$ cat config.mk
export PLATFORM = sky130hd
export DESIGN_NAME = soc_system_st_ready_latency_expander
export DESIGN_NICKNAME = d
export VERILOG_FILES = /design/src/rtl/soc_system_st_ready_latency_expander.sv
export SDC_FILE = /design/constraint.sdc
export NUM_CORES = 1
export LEC_CHECK = 0
export ABC_AREA = 0
export BUFFER_PORTS_ARGS = -buffer_cell sky130_fd_sc_hd__buf_2
export CORE_MARGIN = 2
export CORE_UTILIZATION = 33
export CTS_CLUSTER_SIZE = 25
export DETAILED_ROUTE_END_ITERATION = 12
export PLACE_DENSITY = 0.56
export SETUP_SLACK_MARGIN = 0.15
export SKIP_CTS_REPAIR_TIMING = 1
export SLEW_MARGIN = 5
export SYNTH_ARGS = -nofsm -noshare
export SYNTH_HDL_FRONTEND = slang
export SYNTH_SLANG_ARGS = --single-unit
$ cat constraint.sdc
create_clock -name clk -period 2.25 [get_ports clk]
set_input_delay 0.225 -clock clk [delete_from_list [all_inputs] [get_ports clk]]
set_output_delay 0.225 -clock clk [all_outputs]
set_load 0.02 [all_outputs]
$ cat src/rtl/soc_system_st_ready_latency_expander.sv
// Avalon-ST ready-latency adapter: readyLatency=IN_RL sink to readyLatency=0 source.
// Credit-counted show-ahead FIFO absorbs beats still in flight when the consumer stalls.
module soc_system_st_ready_latency_expander #(
   parameter int DATA_W = 24,
   parameter int IN_RL  = 1,
   parameter int DEPTH  = 4
) (
   input  logic              clk,
   input  logic              reset_n,
   output logic              in_ready,
   input  logic              in_valid,
   input  logic [DATA_W-1:0] in_data,
   input  logic              in_startofpacket,
   input  logic              in_endofpacket,
   input  logic              out_ready,
   output logic              out_valid,
   output logic [DATA_W-1:0] out_data,
   output logic              out_startofpacket,
   output logic              out_endofpacket,
   output logic              overflow
);

   localparam int CW  = $clog2(DEPTH + 1);
   localparam int PW  = (DEPTH > 1) ? $clog2(DEPTH) : 1;
   localparam int PLW = DATA_W + 2;
   localparam int SW  = CW + 2;

   logic [PLW-1:0]   mem_q [DEPTH];
   logic [PW-1:0]    wr_ptr_q, wr_ptr_d;
   logic [PW-1:0]    rd_ptr_q, rd_ptr_d;
   logic [CW-1:0]    count_q, count_d;
   logic [IN_RL-1:0] hist_q, hist_d;
   logic             run_q;
   logic             ovf_q, ovf_d;
   logic             full, push, pop;
   logic [SW-1:0]    credit_sum;

   // Outstanding grants are counted as already occupied; pops are ignored so
   // in_ready stays a function of registers only.
   always_comb begin
      credit_sum = {2'b00, count_q} + SW'(1);
      for (int i = 0; i < IN_RL; i++) begin
         credit_sum = credit_sum + SW'(hist_q[i]);
      end
   end

   assign in_ready  = run_q && (credit_sum <= SW'(DEPTH));
   assign full      = (count_q == CW'(DEPTH));
   assign out_valid = (count_q != '0);
   assign pop       = out_valid && out_ready;
   assign push      = in_valid && (!full || pop);

   assign {out_data, out_startofpacket, out_endofpacket} = mem_q[rd_ptr_q];
   assign overflow = ovf_q;

   if (IN_RL == 1) begin : g_hist1
      assign hist_d = in_ready;
   end else begin : g_histn
      assign hist_d = {hist_q[IN_RL-2:0], in_ready};
   end

   always_comb begin
      wr_ptr_d = wr_ptr_q;
      rd_ptr_d = rd_ptr_q;
      if (push) begin
         wr_ptr_d = (wr_ptr_q == PW'(DEPTH - 1)) ? '0 : wr_ptr_q + 1'b1;
      end
      if (pop) begin
         rd_ptr_d = (rd_ptr_q == PW'(DEPTH - 1)) ? '0 : rd_ptr_q + 1'b1;
      end
      count_d = count_q + CW'(push) - CW'(pop);
      ovf_d   = ovf_q | (in_valid && full && !pop);
   end

   always_ff @(posedge clk or negedge reset_n) begin
      if (!reset_n) begin
         wr_ptr_q <= '0;
         rd_ptr_q <= '0;
         count_q  <= '0;
         hist_q   <= '0;
         run_q    <= 1'b0;
         ovf_q    <= 1'b0;
      end else begin
         wr_ptr_q <= wr_ptr_d;
         rd_ptr_q <= rd_ptr_d;
         count_q  <= count_d;
         hist_q   <= hist_d;
         run_q    <= 1'b1;
         ovf_q    <= ovf_d;
      end
   end

   always_ff @(posedge clk or negedge reset_n) begin
      if (!reset_n) begin
         for (int i = 0; i < DEPTH; i++) begin
            mem_q[i] <= '0;
         end
      end else if (push) begin
         mem_q[wr_ptr_q] <= {in_data, in_startofpacket, in_endofpacket};
      end
   end

endmodule
==> flow_metrics.tcl <==
set metrics [dict create \
    path_max_fanout 11 \
    area_growth_syn_to_layout_pct 25.07 \
    powerDensity_mw_per_mm2 1701 \
    critPathCaptureType "output pin" \
    design.portCount 59 \
    yosys.cell_types.count 23 \
    totalNegativeSetupSlack_ns 0 \
    yosysTopAreaCell "dfrtp_1" \
    pin_count_of_the_biggest_net_entering_global_routing 46 \
    synthTopCellsByArea "dfrtp_1 (56%), mux2_2 (24%), mux4_2 (12%)" \
    fin_nets 425 \
    floorplan.initialDensity_pct 33.61 \
    number_of_global_route_vias_before_repair 3197 \
    finalSetupViolCount 0 \
    crit_type "reg2out" \
    grt_first_pass_wirelength_um 17200 \
    placement.io_buffers 58 \
    synth_top_flop_cell "dfrtp_1" \
    timing_max_transition_violations_final 0 \
    clk_latency_ns 0.40 \
    numCtsBuffers 17 \
    hold_violations 0 \
    die-area_mm2 0.01638 \
    core_area_mm2 0.01509 \
    design_power_total_mw 10.79 \
    ant_nets 0 \
    maximum_capacitance_violations 0 \
    final_cells 585 \
    finalHoldWorstSlack_ns 0.09295 \
    route.detailed.drc 0 \
    placement_row_count 45 \
    drt_first_iter_violations 117 \
    synth-edff-count 0 \
    final_core_utilization_pct 42.03 \
    synth.top_cells.by_count "dfrtp_1 (114), mux2_2 (108), mux4_2 (26)" \
    post_route_clock_skew_ns 0.007015 \
    grt_antenna_before_repair 1 \
    drt-wirelength-per-cell_um 18.19 \
    global_route.usage.total_pct 14.07 \
    drtPass1Iterations 4 \
    globalplace.congestion 0.7590 \
    place_inst 545 \
    proportion_of_synthesized_flip_flops_having_asynchronous_set_or_reset_pct 100.0 \
    crit_path_start_kind "flop" \
    cts.clk_slew.worst_paths_ns 0.05 \
    cts.sink_count 114 \
    post-synth-top-area-fraction_pct 56.25 \
    wirelength_um 10640 \
    die_h_um 128.0 \
    mappedNetlistArea_mm2 0.005071 \
    crit_arrival_ns 1.81 \
    timing.final.crit_share_pct 90.66 \
    slew_headroom_pct 58.11 \
    final_critical_path_time_including_i_o_delays_and_setup_ns 2.040 \
    critical_path_required_ns 2.03 \
    worst_hold_path_type "in2reg" \
    vdd_drop_max_v 0.0006976 \
    cts.path.max_buffers 2 \
    synth_sequential_area_ratio_pct 56.25 \
    total_leakage_power_nw 2.743 \
    maxClockFrequency_mhz 490.2 \
    synthMostInstantiatedCell "dfrtp_1" \
    cts_tree "built" \
    rsz0062_at_grt "false" \
    fillers 1420 \
    post_route_cells_drive_above_1_share_pct 63.13 \
    run_status "complete, no violations" \
    clock_tree.root_cell "clkbuf_16" \
    route.detailed.vias_per_inst 4.911 \
    dieWidth_um 128.0 \
    max_slew.worst_pin.slew_ns 0.6284 \
    grt_overflow 0 \
    synth-warning-count 0 \
    hpwl_um 6649 \
    synth.avg_cell_area_um2 16.79 \
    gate_count_after_technology_mapping 302 \
    ys_ff_latch 114 \
    syn_nets 342 \
    htree_levels 4 \
    dr_total_vias 2873 \
]
==> report_power, final <==
| group | total, mW | leakage (nW) | internal [mW] | switching [mW] |
|---|---|---|---|---|
| logic | 4.55 | 1.12 | 2.47 | 2.07 |
| registers | 3.70 | 1.34 | 3.12 | 0.576 |
| clock network | 2.54 | 0.280 | 1.69 | 0.847 |
==> cell type report <==
class	instances	area, µm²	area share [%]
antenna	1	2.502	0.03946
clock buffer	24	481.7	7.595
clock inverter	6	80.08	1.263
inverter	8	30.03	0.4735
multi-input combinational	166	2115	33.34
sequential	114	2860	45.10
tap	188	235.2	3.709
timing repair buffer	78	538.0	8.483
==> kinds of logic (layout without fill, tap and decap cells) <==
logic type,after synthesis,after routing,synth area share (%)
xor+xnor,1,1,0.1727
fa+ha+maj,10,10,2.615
compound gates,4,4,0.5427
other cells,1,2,0.07395
flops,114,114,56.25
buf+inv,22,116,2.887
simple gates,16,16,1.925
mux,134,134,35.53
==> worst max-delay path, cell delays in order, from the launching register on <==
cell,delay (ns)
dfrtp_4,0.49
buf_12,0.18
mux4_2,0.55
buf_2,0.19
==> layout by cell type, fill, tap and decap left out, drive strengths merged <==
master and instances:
buf 76, xnor2 1, dlygate4sd3 1, mux4 26, a21oi 1, mux2 108, dfrtp 114, conb 1
nand2 5, clkinv 4, nand2b 1, ha 9, bufinv 2, o211a 1, a21o 1, o21ai 1
fa 1, inv 8, clkbuf 25, nor4b 1, nor2 7, nor2b 1, or3 1, diode 1
==> per-layer routing <==
metal  GRT usage, %  vias to the layer above  part of all wire [%]  routed length, µm
met5              0                        -                     0                  0
met4          5.818                        0                   1.4                148
met3          3.548                       12                   3.6                388
met2          23.31                       54                    51               5439
met1          17.65                     1532                    44               4663
li1               -                     1275                     -                  -
==> path summary, 6_finish.rpt <==
path,from,endpoint,slack [ns],cells after the start
min in group asynchronous,reset_n,mem_q[37],0.39,2
worst min register to register,overflow,overflow,0.46,1
worst max register to register,count_q[2],count_q[1],0.21,7
worst min-delay path,in_data[23],mem_q[25],0.09,2
max in group asynchronous,reset_n,count_q[0],1.22,3
worst max-delay path,rd_ptr_q[0],out_data[21],0.21,3
==> state kept, by name, summed over array words and instances, names as in the netlist <==
signal / cells
mem_q: 104
count_q: 3
rd_ptr_q: 2
wr_ptr_q: 2
hist_q: 1
overflow: 1
run_q: 1
==> metrics by stage <==
step / cell area [µm²] / setup slack (ns)
2_1_floorplan: 5076 / 0.1742
3_3_place_gp: 5667 / 0.1820
3_5_place_dp: 5667 / 0.1308
4_1_cts: 6228 / 0.03844
5_1_grt: 6340 / 0.1497
6_report: 6342 / 0.2101
Note: power is estimated with default switching activity, not from simulation.
